### config.mk
export PLATFORM = sky130hd
export DESIGN_NAME = raw_black_level
export DESIGN_NICKNAME = d
export VERILOG_FILES = /design/src/rtl/raw_black_level_pkg.sv /design/src/rtl/raw_cfa_position.sv /design/src/rtl/raw_black_level.sv
export SDC_FILE = /design/constraint.sdc
export NUM_CORES = 1
export LEC_CHECK = 0
export BUFFER_PORTS_ARGS = -buffer_cell sky130_fd_sc_hd__clkbuf_2
export CAP_MARGIN = 20
export CORE_UTILIZATION = 25
export DETAILED_ROUTE_END_ITERATION = 6
export MAX_ROUTING_LAYER = met4
export PLACE_DENSITY = 0.41
export SETUP_SLACK_MARGIN = 0.5
export SLEW_MARGIN = 20
export SYNTH_ARGS = -nofsm -noshare
export SYNTH_HDL_FRONTEND = slang
export SYNTH_HIERARCHICAL = 1
export SYNTH_SLANG_ARGS = --single-unit
export TNS_END_PERCENT = 30
### constraint.sdc
create_clock -name clk -period 6.3 [get_ports clk]
set_clock_uncertainty 0.15 [all_clocks]
set_input_delay 0.63 -clock clk [delete_from_list [all_inputs] [get_ports clk]]
set_output_delay 0.63 -clock clk [all_outputs]
set_load 0.02 [all_outputs]
### src/rtl/raw_black_level_pkg.sv
// Shared ISP definitions: control-word bit positions, sideband bits, CFA channel
// indices and the Q4.12 fixed-point unity constant.
package raw_black_level_pkg;

  localparam int unsigned CtrlEnBit    = 0;
  localparam int unsigned CtrlPhaseLo  = 5;
  localparam int unsigned CtrlPhaseHi  = 6;
  localparam int unsigned CtrlBlcBit   = 8;

  localparam int unsigned UserLineBit  = 0;
  localparam int unsigned UserFrameBit = 1;

  localparam int unsigned Q412Frac     = 12;
  localparam logic [15:0] Q412One      = 16'd4096;

  typedef enum logic [1:0] {
    ChGr = 2'd0,
    ChR  = 2'd1,
    ChB  = 2'd2,
    ChGb = 2'd3
  } cfa_ch_e;

endpackage

### src/rtl/raw_cfa_position.sv
// Tracks the Bayer x/y parity of each accepted pixel and produces its CFA channel
// index, already rotated by the configured CFA phase.
module raw_cfa_position
  import raw_black_level_pkg::*;
(
  input  logic       clk,
  input  logic       reset,
  input  logic       accept,
  input  logic       line_start,
  input  logic       frame_start,
  input  logic [1:0] phase,
  output logic [1:0] ch
);

  logic pos_x, pos_y;
  logic pos_x_d, pos_y_d;

  // Frame start is only meaningful together with line start.
  always_comb begin
    pos_x_d = line_start ? 1'b0 : ~pos_x;
    pos_y_d = line_start ? (frame_start ? 1'b0 : ~pos_y) : pos_y;
  end

  always_ff @(posedge clk) begin
    if (reset) begin
      pos_x <= 1'b0;
      pos_y <= 1'b0;
      ch    <= 2'd0;
    end else if (accept) begin
      pos_x <= pos_x_d;
      pos_y <= pos_y_d;
      ch    <= {pos_y_d, pos_x_d} ^ phase;
    end
  end

endmodule

### src/rtl/raw_black_level.sv
// Raw Bayer black-level correction: per-channel offset subtract with floor at zero,
// Q4.12 gain with rounding and saturation, and a per-frame clip counter.
module raw_black_level
  import raw_black_level_pkg::*;
#(
  parameter int unsigned DATA_WIDTH = 16,
  parameter int unsigned PIPELINE   = 4
) (
  input  logic                    clk,
  input  logic                    reset,
  input  logic [DATA_WIDTH-1:0]   in_data,
  input  logic [7:0]              in_user,
  input  logic                    in_valid,
  output logic                    out_ready,
  output logic [DATA_WIDTH-1:0]   out_data,
  output logic [7:0]              out_user,
  output logic                    out_valid,
  input  logic                    in_ready,
  input  logic [15:0]             isp_ctrl,
  input  logic [4*DATA_WIDTH-1:0] blc_offset,
  input  logic [15:0]             blc_gain,
  output logic [23:0]             clip_count
);

  localparam int unsigned PW = DATA_WIDTH + 16;

  logic [1:0]            phase_q;
  logic                  en_raw_q, en_q;
  logic [PIPELINE-1:0]   valid_q;
  logic                  run, accept, frame_start_in, frame_start_s0;
  logic [1:0]            ch_raw;
  cfa_ch_e               ch0;

  logic [DATA_WIDTH-1:0] off_sh_q [4];
  logic [15:0]           gain_sh_q;

  logic [DATA_WIDTH-1:0] data0_q, d1_q, d2_q;
  logic [7:0]            user0_q, user1_q, user2_q;
  logic                  en1_q, en2_q;
  logic [15:0]           gain1_q;
  logic [PW-1:0]         p2_q;
  logic [23:0]           clip_cnt_q;

  logic [DATA_WIDTH-1:0] off_sel, d1_d, stage3_d;
  logic                  clip_d, sat;
  logic [PW:0]           rnd;
  logic [PW-Q412Frac:0]  q;

  logic unused_ctrl;
  assign unused_ctrl = ^{isp_ctrl[15:9], isp_ctrl[7], isp_ctrl[4:1]};

  assign run            = in_ready | ~valid_q[PIPELINE-1];
  assign out_ready      = run;
  assign out_valid      = valid_q[PIPELINE-1];
  assign accept         = run & in_valid;
  assign frame_start_in = in_user[UserLineBit] & in_user[UserFrameBit];
  assign frame_start_s0 = user0_q[UserLineBit] & user0_q[UserFrameBit];
  assign ch0            = cfa_ch_e'(ch_raw);

  raw_cfa_position u_pos (
    .clk         (clk),
    .reset       (reset),
    .accept      (accept),
    .line_start  (in_user[UserLineBit]),
    .frame_start (in_user[UserFrameBit]),
    .phase       (phase_q),
    .ch          (ch_raw)
  );

  always_ff @(posedge clk) begin
    if (reset) begin
      phase_q  <= 2'd0;
      en_raw_q <= 1'b0;
      en_q     <= 1'b0;
    end else begin
      phase_q  <= isp_ctrl[CtrlPhaseHi:CtrlPhaseLo];
      en_raw_q <= isp_ctrl[CtrlBlcBit] & isp_ctrl[CtrlEnBit];
      en_q     <= en_raw_q;
    end
  end

  // Stage 1: subtract with floor; disabled pixels pass through untouched.
  always_comb begin
    off_sel = off_sh_q[ch0];
    d1_d    = data0_q;
    clip_d  = 1'b0;
    if (en_q) begin
      if (data0_q < off_sel) begin
        d1_d   = '0;
        clip_d = 1'b1;
      end else begin
        d1_d = data0_q - off_sel;
      end
    end
  end

  // Stage 3: round half up, drop the 12 fraction bits, saturate to DATA_WIDTH.
  always_comb begin
    rnd      = {1'b0, p2_q} + (PW+1)'(Q412One >> 1);
    q        = rnd[PW:Q412Frac];
    sat      = |q[PW-Q412Frac:DATA_WIDTH];
    stage3_d = !en2_q ? d2_q : (sat ? '1 : q[DATA_WIDTH-1:0]);
  end

  always_ff @(posedge clk) begin
    if (reset) begin
      valid_q    <= '0;
      data0_q    <= '0;
      user0_q    <= '0;
      d1_q       <= '0;
      user1_q    <= '0;
      en1_q      <= 1'b0;
      gain1_q    <= '0;
      p2_q       <= '0;
      d2_q       <= '0;
      user2_q    <= '0;
      en2_q      <= 1'b0;
      out_data   <= '0;
      out_user   <= '0;
      clip_cnt_q <= '0;
      clip_count <= '0;
      gain_sh_q  <= '0;
      for (int k = 0; k < 4; k++) off_sh_q[k] <= '0;
    end else begin
      if (accept && frame_start_in) begin
        gain_sh_q <= blc_gain;
        for (int k = 0; k < 4; k++) off_sh_q[k] <= blc_offset[k*DATA_WIDTH +: DATA_WIDTH];
      end
      if (run) begin
        valid_q <= {valid_q[PIPELINE-2:0], in_valid};
        if (in_valid) begin
          data0_q <= in_data;
          user0_q <= in_user;
        end
        if (valid_q[0]) begin
          d1_q    <= d1_d;
          user1_q <= user0_q;
          en1_q   <= en_q;
          // Gain travels with the pixel so a frame boundary inside the pipe is clean.
          gain1_q <= gain_sh_q;
          if (frame_start_s0) begin
            clip_count <= clip_cnt_q;
            clip_cnt_q <= {23'd0, clip_d};
          end else if (clip_d && clip_cnt_q != '1) begin
            clip_cnt_q <= clip_cnt_q + 24'd1;
          end
        end
        if (valid_q[1]) begin
          p2_q    <= PW'(d1_q) * PW'(gain1_q);
          d2_q    <= d1_q;
          user2_q <= user1_q;
          en2_q   <= en1_q;
        end
        if (valid_q[2]) begin
          out_data <= stage3_d;
          out_user <= user2_q;
        end
      end
    end
  end

endmodule
# ---- After elaboration in Yosys (flattened, before gate mapping)
# Memories as Yosys holds them, arrays and structs flattened. A register that Yosys moved wholly into a read port is not among the register bits.
# Cells that the tools add are included.
dict set report word_totals {
  ramBits 64
  input_bits 124
  output_inout_bits 50
  regBits 222
  wordCells 74
  n_memories 1
}
dict set report classes {
  n_eq_ne 1
  bitwise 13
  mux 22
  mul 1
  order_cmp 1
  n_reduce_logical 10
  n_addsub 3
}
# memory words word_bits rd rd_ports_with_merged_regs wr line
set mem_list {}
lappend mem_list {off_sh_q 4 16 1 1 4 raw_black_level.sv:34} ;# logic [DATA_WIDTH-1:0] off_sh_q [4];
# operator n
set op_table {}
lappend op_table {{$mux 16} 8}
lappend op_table {{$mux 24} 2}
lappend op_table {{$add 32x12->33 const B} 1}
lappend op_table {{$mul 16x16->32} 1}
lappend op_table {{$add 24x1->24 const B} 1}
lappend op_table {{$ne 24x24->1 const B} 1}
lappend op_table {{$lt 16x16->1} 1}
lappend op_table {{$sub 16x16->16} 1}
lappend op_table {{$mux 1} 10}
lappend op_table {{$reduce_and 2->1} 4}
lappend op_table {{$reduce_and 3->1} 2}
lappend op_table {{$or 1x1->1} 5}
lappend op_table {{$reduce_or 5->1} 1}
lappend op_table {{$and 1x1->1} 4}
lappend op_table {{$mux 2} 2}
lappend op_table {{$not 1->1} 3}
lappend op_table {{$logic_and 1x1->1} 2}
lappend op_table {{$reduce_bool 2->1} 1}
lappend op_table {{$xor 2x2->2} 1}

# ---- Depth between registers and ports, before layout
dict set report depth {
  depth_word 8
  mapped_depth 23
  ltp_nobuf 22
}

# ---- By module
# The synthesis kept the hierarchy.
# mod seq_area_each_um2 cells_each n_inst area_each_um2
set modules_own_cells {}
lappend modules_own_cells {raw_black_level 6065.8 2153 1 19523.7}
lappend modules_own_cells {raw_cfa_position 80.1 23 1 197.7}

# ---- Least setup slack after synthesis
# OpenSTA, ideal clock, no wires.
dict set report synth_path {
  path_kind {reg2reg}
  startpoint {register gain1_q[9]}
  endpoint {register p2_q[30]}
  required_ps 6028
  path_stages_with_launch 21
  t_arrival_ps 5926
  path_buffers 2
  setup_time_ps 122
  slack_ps 102
  path_cell_list {dfxtp_1 clkbuf_1 clkbuf_1 nand2_1 fa_1 fa_1 inv_1 fa_1 fa_1 fa_1 inv_1 fa_1 inv_1 ha_1 a211oi_1 a21oi_1 nor3b_1 a41oi_1 a21oi_1 nor4b_1 a311o_1}
}
dict set report synth_via {
  elab_chain_len 1
}
# item line
set synth_lines {}
lappend synth_lines {{start: declaration} raw_black_level.sv:40} ;# logic [15:0] gain1_q;
lappend synth_lines {{start signal: assignment} raw_black_level.sv:140} ;# gain1_q <= gain_sh_q;
lappend synth_lines {{$mul 16x16->32} raw_black_level.sv:149} ;# p2_q <= PW'(d1_q) * PW'(gain1_q);
lappend synth_lines {{end signal: assignment} raw_black_level.sv:149}
lappend synth_lines {{end: declaration} raw_black_level.sv:41} ;# logic [PW-1:0] p2_q;
# Every way passes these cells.
# A chain may end at the register's enable or synchronous reset.

# ---- Final worst setup path
dict set report layout_path {
  startpoint {register gain1_q[4]}
  endpoint {register p2_q[30]}
}
# The elaborated chain is that of the path after synthesis.

==> results_dict.tcl <==
set metrics [dict create \
    timing.fmax_mhz 171 \
    ant_nets 0 \
    synth_edf_count 64 \
    dieArea_um2 80000 \
    ys.flop_type "dfxtp_1" \
    pin_count 174 \
    period_needed_ps 5860 \
    wl_met3_mm 1.52 \
    first_global_vias 16500 \
    drc_errors 0 \
    drive_gt1_share_pct 20.6 \
    die-width_um 283 \
    cp_max_fo 9 \
    met2_length_mm 28.9 \
    dr.pass1.iters 5 \
    seq_area_frac_synth_pct 31.2 \
    port_buffers 161 \
    drv_slew 0 \
    synth_warnings 6 \
    cts_hold_buffers 0 \
    top_layer "met4" \
    crit_type "register to register" \
    avgRoutedWirePerCell_um 16.3 \
    async_flop_share_pct 0 \
    fill_cells 8264 \
    clk_pin_slew_ps 60 \
    crit_required_ps 6620 \
    cts_made_buffers 31 \
    syn_nets 2613 \
    clockRootBuffer "clkbuf_16" \
    cts_tree "yes" \
    yosysTopAreaCell "dfxtp_1" \
    ys_seq_elements 275 \
    status "finished, final reports clean" \
    synth_cell_types 68 \
    ir_worst_vdd_mv 0.176 \
    fin_tns_setup_ps 0 \
    wl_met1_mm 25.2 \
    clock-sinks 275 \
    place_congestion 0.826 \
    first_iter_violations 596 \
    area_delta_synth_final_pct 24.2 \
    fin_crit_sh_pct 93.0 \
    routed_wl_mm 56.7 \
    crit_path_start_kind "register" \
    rsz0062_at_grt "true" \
    p_per_area_nw_per_um2 172 \
    h-tree-depth 1 \
    crit_path_end_kind "register" \
    ff2ff_setup_slack_ps 440 \
    total_power_uw 4220 \
    die_h_um 283 \
    finalSetupViolCount 0 \
    final_common_cell "nand2_1" \
    clk_latency_ps 590 \
    layout_common_cells "nand2_1, inv_1, fa_1, dfxtp_1, and2_1" \
    worst_slew_pin_slew_ps 1000 \
    drv_cap 0 \
    hpwl_mm 43.3 \
    timing.slew.headroom_pct 33.2 \
    grt_pass1_wl_mm 90.4 \
    initial_core_util_pct 25.4 \
    groute.usage.overall_pct 14.7 \
    avgSynthCellArea_um2 9.06 \
    grt_max_degree 81 \
    p_leak_uw 0.0105 \
    clockBufferDepth 3 \
    arrival_ps 6180 \
    detail_route.vias_per_cell 4.46 \
    synth_area_um2 19700 \
    antenna_found_initial 2 \
    fp-row-count 102 \
    hold_path_class "input pin to register" \
    layout.nets 2861 \
    vias 15600 \
    synth_top_area_share_pct 21.4 \
    core-area_um2 77700 \
    synth.area.top_cells "dfxtp_1, fa_1, edfxtp_1" \
    grt-ovfl-total 0 \
    synth_cells 2176 \
    hold_viol 0 \
]
## worst max-delay path, stage by stage, from the launching register on
cell and delay [ps]:
dfxtp_2 330, buf_12 140, buf_6 130, and2_4 150, fa_1 530, inv_2 50, fa_2 540, inv_1 50
fa_1 460, fa_2 560, fa_1 450, fa_1 560, ha_4 210, nand4_1 130, o31ai_2 80, nor3_2 270
o22ai_2 140, a41oi_4 260, a21oi_4 100, nor4b_2 170, a311o_1 300
## cells by family after synthesis
logic type | Yosys count | share of synthesized area, %
adder cells (fa/ha/maj) | 313 | 27.2
AO/OA/AOI/OAI | 323 | 10.1
XOR/XNOR | 44 | 1.95
flip-flops | 275 | 31.2
AND/OR/NAND/NOR | 832 | 20.2
buffers and inverters | 365 | 7.04
multiplexers | 24 | 2.24
## sequential cells by signal, summed over array words and instances (netlist names), 2 cells and up
signal	cells
off_sh_q	64
clip_cnt_q	24
clip_count	24
p2_q	21
d1_q	16
d2_q	16
data0_q	16
gain1_q	16
gain_sh_q	16
out_data	16
out_user	8
user0_q	8
user1_q	8
user2_q	8
valid_q	4
phase_q	2
u_pos/ch	2
## final timing paths
path,startpoint,endpoint,depth (start not counted)
worst min-delay path,isp_ctrl[5],phase_q[0],2
worst max register to register,gain1_q[4],p2_q[30],20
worst max-delay path,gain1_q[4],p2_q[30],20
worst min register to register,gain_sh_q[2],gain1_q[2],2
## stage by stage
stage | setup slack, ps | hold WS [ps] | area (um^2) | util [%] | std cells
after floorplan | 505 | 264 | 19900 | - | 2176
after global placement | 19.7 | 288 | 22600 | 29.1 | 3391
after detailed placement | -28.7 | 297 | 22600 | 29.1 | 3391
after CTS | 404 | 66.8 | 24200 | 31.1 | 3479
after global routing | 227 | 77.8 | 24500 | 31.5 | 3490
final | 439 | 104 | 24500 | 31.5 | 3491
## cell type report
type	count	area, um^2	area share [%]
clock buffer	43	898	3.67
inverter	245	920	3.75
multi-input combinational	1536	12600	51.2
clock inverter	14	211	0.863
antenna	3	7.51	0.0306
sequential	275	6200	25.3
timing repair buffer	335	2400	9.82
tap	1040	1300	5.31
## power by group
group / leakage [uW] / internal (uW) / total [uW] / switching, uW
sequential: 0.00241 / 1840 / 1880 / 34.5
clock: 0.000551 / 1200 / 1950 / 751
combinational: 0.00750 / 163 / 387 / 224
## layer usage
metal | track usage, % | vias to the layer above
li1 | - | 7627
met1 | 18.0 | 7678
met2 | 26.3 | 208
met3 | 1.22 | 53
met4 | 3.30 | 0
met5 | - | -
## timing repair
| action | CTS | global route |
|---|---|---|
| buffers inserted | 31 | 7 |
| cloned | 0 | 2 |
| pin swaps | 41 | 38 |
| endpoints found under the setup margin | 18 | 20 |
| resized for setup | 63 | 52 |
| hold endpoints to repair | 0 | 0 |
## Yosys cell counts (5+ instances only)
| master | number |
|---|---|
| nand2_1 | 426 |
| inv_1 | 242 |
| dfxtp_1 | 211 |
| fa_1 | 194 |
| and2_1 | 186 |
| a21oi_1 | 179 |
| ha_1 | 119 |
| clkbuf_1 | 107 |
| nor2_1 | 68 |
| edfxtp_1 | 64 |
| nand3_1 | 35 |
| xnor2_1 | 29 |
| o21ai_0 | 28 |
| nor3b_1 | 20 |
| nand4_1 | 18 |
| a22o_1 | 16 |
| mux4_2 | 16 |
| a221oi_1 | 15 |
| nor3_1 | 15 |
| xor2_1 | 15 |
| a211oi_1 | 13 |
| and3_1 | 12 |
| or3_1 | 12 |
| a21o_1 | 10 |
| a31oi_1 | 10 |
| buf_1 | 8 |
| nor2b_1 | 8 |
| o31ai_1 | 8 |
| mux2i_1 | 7 |
| o21a_1 | 7 |
| or4_1 | 7 |
| nor4_1 | 6 |
| o211ai_1 | 5 |
| or4b_1 | 5 |
Power figures use the tool's default switching activity.
